<file path="src/rtl/gate_reduce_pipe_pkg.sv">
// Shared constants for the gate reduction pipeline: reduction mode encodings
// and the width of the optional output beat counter.
package gate_reduce_pipe_pkg;

  localparam logic [1:0] MODE_NAND = 2'b00;
  localparam logic [1:0] MODE_NOR  = 2'b01;
  localparam logic [1:0] MODE_AND  = 2'b10;
  localparam logic [1:0] MODE_OR   = 2'b11;

  localparam int GATE_PIPE_CNT_W = 16;

endpackage

</file>
<file path="src/rtl/gate_reduce_pipe_stage.sv">
// One valid/ready register slot of the gate reduction pipeline, carrying the
// per-channel result bits and the mode that produced them.
module gate_pipe_stage #(
  parameter int CHANNELS = 2
) (
  input  logic                clk,
  input  logic                rst_n,
  input  logic                up_valid,
  output logic                up_ready,
  input  logic [CHANNELS-1:0] up_data,
  input  logic [1:0]          up_mode,
  output logic                dn_valid,
  input  logic                dn_ready,
  output logic [CHANNELS-1:0] dn_data,
  output logic [1:0]          dn_mode
);

  logic                valid_q, valid_d;
  logic [CHANNELS-1:0] data_q, data_d;
  logic [1:0]          mode_q, mode_d;

  // The slot can take a new beat when empty or when its contents leave this cycle.
  assign up_ready = !valid_q || dn_ready;

  always_comb begin
    valid_d = valid_q;
    data_d  = data_q;
    mode_d  = mode_q;
    if (up_ready) begin
      valid_d = up_valid;
      if (up_valid) begin
        data_d = up_data;
        mode_d = up_mode;
      end
    end
  end

  always_ff @(posedge clk or negedge rst_n) begin
    if (!rst_n) begin
      valid_q <= 1'b0;
      data_q  <= '0;
      mode_q  <= 2'b00;
    end else begin
      valid_q <= valid_d;
      data_q  <= data_d;
      mode_q  <= mode_d;
    end
  end

  assign dn_valid = valid_q;
  assign dn_data  = data_q;
  assign dn_mode  = mode_q;

endmodule

</file>
<file path="src/rtl/gate_reduce_pipe.sv">
// Reduces CHANNELS WIDTH-bit lanes to one bit each (NAND/NOR/AND/OR per beat)
// and carries the result through a STAGES-deep valid/ready pipeline.
// Define GATE_PIPE_CNT_EN to add the out_count popped-beat counter.
module gate_reduce_pipe
  import gate_reduce_pipe_pkg::*;
#(
  parameter int WIDTH    = 4,
  parameter int CHANNELS = 2,
  parameter int STAGES   = 2
) (
  input  logic                      clk,
  input  logic                      rst_n,
  input  logic                      in_valid,
  output logic                      in_ready,
  input  logic [CHANNELS*WIDTH-1:0] in_data,
  input  logic [1:0]                in_mode,
  output logic                      out_valid,
  input  logic                      out_ready,
  output logic [CHANNELS-1:0]       out_data,
  output logic [1:0]                out_mode
`ifdef GATE_PIPE_CNT_EN
  ,
  output logic [GATE_PIPE_CNT_W-1:0] out_count
`endif
);

  // Handshake: a beat transfers on a rising edge where valid && ready are both
  // high; a stage with a beat holds it unchanged until its downstream is ready.

  function automatic logic reduce_bits(input logic [WIDTH-1:0] v, input logic [1:0] mode);
    logic r;
    case (mode)
      MODE_NAND: r = ~&v;
      MODE_NOR:  r = ~|v;
      MODE_AND:  r = &v;
      default:   r = |v;
    endcase
    return r;
  endfunction

  logic [CHANNELS*WIDTH-1:0] gated_data;
  logic [1:0]                gated_mode;
  logic [CHANNELS-1:0]       red_data;

  // Idle inputs are forced to zero so undriven buses never reach the gates.
  always_comb begin
    gated_data = in_valid ? in_data : '0;
    gated_mode = in_valid ? in_mode : MODE_NAND;
    red_data   = '0;
    for (int c = 0; c < CHANNELS; c++) begin
      red_data[c] = reduce_bits(gated_data[c*WIDTH +: WIDTH], gated_mode);
    end
  end

  logic                stg_valid [STAGES+1];
  logic                stg_ready [STAGES+1];
  logic [CHANNELS-1:0] stg_data  [STAGES+1];
  logic [1:0]          stg_mode  [STAGES+1];

  assign stg_valid[0]      = in_valid;
  assign stg_data[0]       = red_data;
  assign stg_mode[0]       = gated_mode;
  assign stg_ready[STAGES] = out_ready;

  for (genvar k = 0; k < STAGES; k++) begin : g_stage
    gate_pipe_stage #(
      .CHANNELS(CHANNELS)
    ) u_stage (
      .clk      (clk),
      .rst_n    (rst_n),
      .up_valid (stg_valid[k]),
      .up_ready (stg_ready[k]),
      .up_data  (stg_data[k]),
      .up_mode  (stg_mode[k]),
      .dn_valid (stg_valid[k+1]),
      .dn_ready (stg_ready[k+1]),
      .dn_data  (stg_data[k+1]),
      .dn_mode  (stg_mode[k+1])
    );
  end

  assign in_ready  = stg_ready[0];
  assign out_valid = stg_valid[STAGES];
  assign out_data  = stg_data[STAGES];
  assign out_mode  = stg_mode[STAGES];

`ifdef GATE_PIPE_CNT_EN
  logic [GATE_PIPE_CNT_W-1:0] count_q, count_d;

  always_comb begin
    count_d = count_q;
    if (out_valid && out_ready) begin
      count_d = count_q + GATE_PIPE_CNT_W'(1);
    end
  end

  always_ff @(posedge clk or negedge rst_n) begin
    if (!rst_n) begin
      count_q <= '0;
    end else begin
      count_q <= count_d;
    end
  end

  assign out_count = count_q;
`endif

endmodule

</file>
<file path="config.mk">
export PLATFORM = sky130hd
export DESIGN_NAME = gate_reduce_pipe
export DESIGN_NICKNAME = d
export VERILOG_FILES = /design/src/rtl/gate_reduce_pipe_pkg.sv /design/src/rtl/gate_reduce_pipe_stage.sv /design/src/rtl/gate_reduce_pipe.sv
export SDC_FILE = /design/constraint.sdc
export NUM_CORES = 1
export LEC_CHECK = 0
export CAP_MARGIN = 15
export CORE_AREA = 2 2 39 41
export CTS_CLUSTER_SIZE = 30
export DETAILED_ROUTE_END_ITERATION = 8
export DIE_AREA = 0 0 41 43
export GPL_ROUTABILITY_DRIVEN = 0
export PLACE_DENSITY_LB_ADDON = 0.2
export SLEW_MARGIN = 20
export SYNTH_ARGS = -nofsm -noshare
export SYNTH_HDL_FRONTEND = slang
export SYNTH_SLANG_ARGS = --single-unit
</file>
<file path="constraint.sdc">
create_clock -name clk -period 1.15 [get_ports clk]
set_clock_uncertainty 0.15 [all_clocks]
set_input_delay 0.115 -clock clk [delete_from_list [all_inputs] [get_ports clk]]
set_output_delay 0.115 -clock clk [all_outputs]
set_load 0.01 [all_outputs]
</file>
# Word level (Yosys, flattened, before mapping)
# Cells that the tools add are included.
op_classes:
  n_reduce_logical: 15
  eq_ne: 2
  mux: 4
op_table:
  columns: ["operator", "count"]
  rows:
  - ["2-to-1 mux 8 bit", 1]
  - ["AND reduction 4 bit", 2]
  - ["OR reduction 4 bit", 2]
  - ["zero test 1 bit", 6]
  - ["one-hot mux 1 bit (3 select lines)", 2]
  - ["AND reduction 2 bit", 2]
  - ["== test 2 x 1 -> 1 bit, second input constant", 1]
  - ["== test 2 bit, second input constant", 1]
  - ["zero test 2 bit", 1]
  - ["logical OR 1 bit", 2]
  - ["2-to-1 mux 2 bit", 1]
word_totals:
  in_bits: 14
  register_bits: 10
  out_inout_bits: 6

# Logic depth before layout (Yosys ltp)
# Gate-level depths: netlist of run 1.
logic_depth:
  word_depth: 4
  depth_mapped: 4
  mapped_depth_nobuf: 4

# Modules after synthesis
# Synthesis of run 1 repeated with hierarchy kept, for this count alone.
hier_totals:
  cells_unflattened: 35
  hier_area_um2: 511.7
by_module_without_submodules:
  columns: ["mod", "area_each_um2", "n_inst", "cells_per_inst"]
  rows:
  - ["gate_pipe_stage", 217.7, 2, 12]
  - ["gate_reduce_pipe", 76.3, 1, 11]

# Worst setup path before layout of run 1
# OpenSTA, ideal clock, no wires.
synth_timing:
  kind: "reg2reg"
  start: "register g_stage[1].u_stage.valid_q"
  end: "register g_stage[0].u_stage.mode_q[0]"
  path_slack_ps: -192
  synth_period_minus_slack_ps: 1342
  stages_incl_launch_ff: 4
  setup_time_ps: 125
  arrival_time_ps: 1068
  path_cell_list: "dfrtp_1 > nand3b_1 > nand2_2 > mux2_2"
synth_between:
  elab_chain_cells: 4
synth_rtl:
  columns: ["item", "line", "source"]
  rows:
  - ["start: declaration", "gate_reduce_pipe_stage.sv:18", "logic valid_q, valid_d;"]
  - ["start signal: assignment", "gate_reduce_pipe_stage.sv:44", "valid_q <= valid_d;"]
  - ["zero test 1 bit", "gate_reduce_pipe_stage.sv:23", "assign up_ready = !valid_q || dn_ready;"]
  - ["logical OR 1 bit (2 in series)", "gate_reduce_pipe_stage.sv:23", null]
  - ["named net in_ready", "gate_reduce_pipe.sv:14", "output logic in_ready,"]
  - ["AND reduction 2 bit (no source line)", null, null]
  - ["end signal: assignment", "gate_reduce_pipe_stage.sv:46", "mode_q <= mode_d;"]
  - ["end: declaration", "gate_reduce_pipe_stage.sv:20", "logic [1:0] mode_q, mode_d;"]
# The timed path passes the listed nets, and every way through them passes these cells.
# A chain may end at the register's enable or synchronous reset.

# Final worst setup path of run 1
layout_timing:
  start: "register g_stage[1].u_stage.valid_q"
  end: "output in_ready"
layout_between:
  elab_chain_cells: 3
layout_rtl:
  columns: ["item", "line"]
  rows:
  - ["zero test 1 bit", "gate_reduce_pipe_stage.sv:23"]
  - ["logical OR 1 bit (2 in series)", "gate_reduce_pipe_stage.sv:23"]
  - ["end: declaration", "gate_reduce_pipe.sv:14"]
# Every way passes these cells.

==> flow_summary.ini, run 1 <==
[place]
portBuffers = 19
dpl.cell_count = 75
hpwl_microns = 687

[logic_synthesis]
yosys.cell_types.count = 13
yosysSeqAreaShare_pct = 57.0
synth_area_sq_um = 439
synthesis.nets = 50
ys_ff_latch = 10
ys_warn_count = 0
synthCells = 36
syn_avg_cell_area_sq_um = 12.2

[clock_network]
clk_pin_slew_ns = 0.07
clock_path_buffers = 2
clk_latency_ns = 0.26
numCtsBuffers = 3
cts_root_buf = clkbuf_4
cts_sinks = 10
cts_tree = built
ctsHtreeMaxLevel = 1

[timing]
rsz0062_at_grt = true
period_needed_ns = 1.24
fin_ws_ns = -0.0869
finalSetupViolCount = 10
period_share_pct = 108
worst_pin_slew_ns = 0.196
hold_viol = 0
drv_slew = 0
timing.hold.ws_ns = 0.342
tns_ns = -0.580
slew_headroom_pct = 86.8
timing.fmax_mhz = 808

[status]
violations = negative setup slack
status = finished, violations left

[grt]
track_usage_pct = 13.0
first_global_vias = 374
grt_first_pass_wirelength_mm = 1.47
grt_overflow = 0
grt_max_degree = 11
antenna_found_initial = 0

[finish]
drive_above_1_share_pct = 40.3
final_util_pct = 54.6
layout_commonest_cell = clkdlybuf4s50_1
fillerInstances = 132
layout.cells.non_filler = 83
syn2layout_area_growth_pct = 72.1
seq_area_sq_um = 250
final_cell_mix = clkdlybuf4s50_1, dfrtp_1, mux2_4, buf_4, nand2_2
antenna_cells = 0
multi_input_area_sq_um = 219
nNetsFinal = 82

[critical_path]
path_cells = nand3b_1 -> buf_2
r2r-start = g_stage[1].u_stage.dn_valid
cp-start-kind = flip-flop
rr_endpoint = g_stage[0].u_stage.dn_mode[1]
cp_max_fo = 3
cp-end-kind = output pin
critPathLaunch = g_stage[1].u_stage.dn_valid
slowest_stage = dfrtp_1
slowest_delay_ns = 0.40
cp-endpoint = in_ready
rrSetupSlack_ns = -0.08
rr_worst_depth = 3
worstSetupPathType = flip-flop to output pin
arrival_ns = 0.97
cp.required_ns = 0.88

[floorplan]
die_y_microns = 43
num_rows = 14
die-area_sq_mm = 0.00176
coreArea_sq_mm = 0.00138
start_util_pct = 31.7
fp.dieW_microns = 41
io_pins = 20

[pwr]
powerDensity_mw_per_mm2 = 1420
p_leak_nw = 0.349
finalPower_w = 0.00107
clkPwrFrac_pct = 28.9
internal-power_w = 0.000806
seqPwrFrac_pct = 42.8
p_switching_w = 0.000267
power_switching_share_pct = 24.9
p_comb_share_pct = 28.3
peakVddDrop_mv = 0.505

[detailed_routing]
firstDrtPassIters = 4
ant_nets = 0
drt_iter0_markers = 3
vias_per_cell = 4.66
vias = 387
drc_errors = 0
wl_per_cell_microns = 10.1
wl_microns = 841

[run]
maxCapViolations = 0

[min_path]
hold_path_class = input pin to flip-flop
[sequential cells by signal, indices dropped and copies added (netlist names)]
name                      count
g_stage.u_stage.dn_mode       4
g_stage.u_stage.dn_valid      2
g_stage.u_stage.dn_data       4
[repair_timing]
item | CTS | global route
hold buffers | 1 | 0
buffers inserted | 1 | 2
hold endpoints to repair | 10 | 0
pin swaps | 1 | 1
endpoints found under the setup margin | 14 | 14
gates resized for setup | 15 | 6
gates cloned | 0 | 0
[stage by stage]
step                worst slack, ns  area [sq um]
floorplan                    -0.166           464
global route                 -0.183           756
finish                      -0.0869           756
CTS                          -0.108           757
detailed placement           -0.412           704
global placement             -0.404           704
[synthesized netlist by cell type]
master / n / area [sq um]
nand2b_1: 3 / 18.8
a31oi_1: 2 / 12.5
o21ai_1: 3 / 15.0
nand2_2: 1 / 6.26
nand2_1: 4 / 15.0
nor2_1: 1 / 3.75
nor3_1: 1 / 5.00
o31ai_1: 1 / 7.51
mux2_2: 6 / 67.6
nand3b_1: 1 / 7.51
xor2_1: 2 / 17.5
dfrtp_1: 10 / 250
nor4_2: 1 / 12.5
[area by class of cell]
cell class | instances | area share (%)
tap | 16 | 2.65
clock buffer | 4 | 4.80
sequential | 10 | 33.1
timing repair buffer | 27 | 30.5
multi-input combinational | 26 | 29.0
[worst max-delay path, delay by kind of cell, from the launching register on]
family | cells | cell delay, ns
and+or+nand+nor | 1 | 0.15
buffers and inverters | 1 | 0.16
DFF | 1 | 0.40
[logic make-up (layout without fill, tap and decap cells)]
logic type / Yosys count / count (layout) / synth area share [%]
and+or+nand+nor: 12 / 12 / 15.7
DFF: 10 / 10 / 57.0
AOI/OAI and AO/OA: 6 / 6 / 7.98
muxes: 6 / 6 / 15.4
xor gates and xnor gates: 2 / 2 / 3.99
buffers and inverters: 0 / 31 / 0
[power by group through the flow]
stage          Clock (W)  Sequential, W  Combinational [W]
3_5_place_dp           0       0.000467           0.000320
5_1_grt         0.000340       0.000470           0.000336
6_report        0.000310       0.000459           0.000304
3_3_place_gp           0       0.000462           0.000313
4_1_cts         0.000319       0.000460           0.000307
2_1_floorplan          0       0.000479           0.000125
[worst min path at each step]
stage	start	end	slack, ns	cells past startpoint
after floorplan	rst_n	g_stage[0].u_stage.dn_data[0]	-0.33	0
after detailed placement	rst_n	g_stage[1].u_stage.dn_data[1]	0.26	2
after global placement	rst_n	g_stage[1].u_stage.dn_valid	0.27	2
after global routing	in_valid	g_stage[0].u_stage.dn_valid	0.37	2
final	in_valid	g_stage[0].u_stage.dn_valid	0.34	2
after CTS	in_valid	g_stage[0].u_stage.dn_valid	0.34	2
[routing by layer]
metal,GRT usage (%),routed length [microns],up-vias
met3,3.14,57,2
li1,-,-,193
met4,10.0,12,0
met1,13.6,330,175
met5,0,0,-
met2,20.6,441,17
(Power assumes the default switching activity.)
==> inputs of run 2 (changes only) <==
Settings changed: SKIP_LAST_GASP from default to 1.
==> results of run 2 <==
Final layout, timing and power as in run 1 (identical DEF).
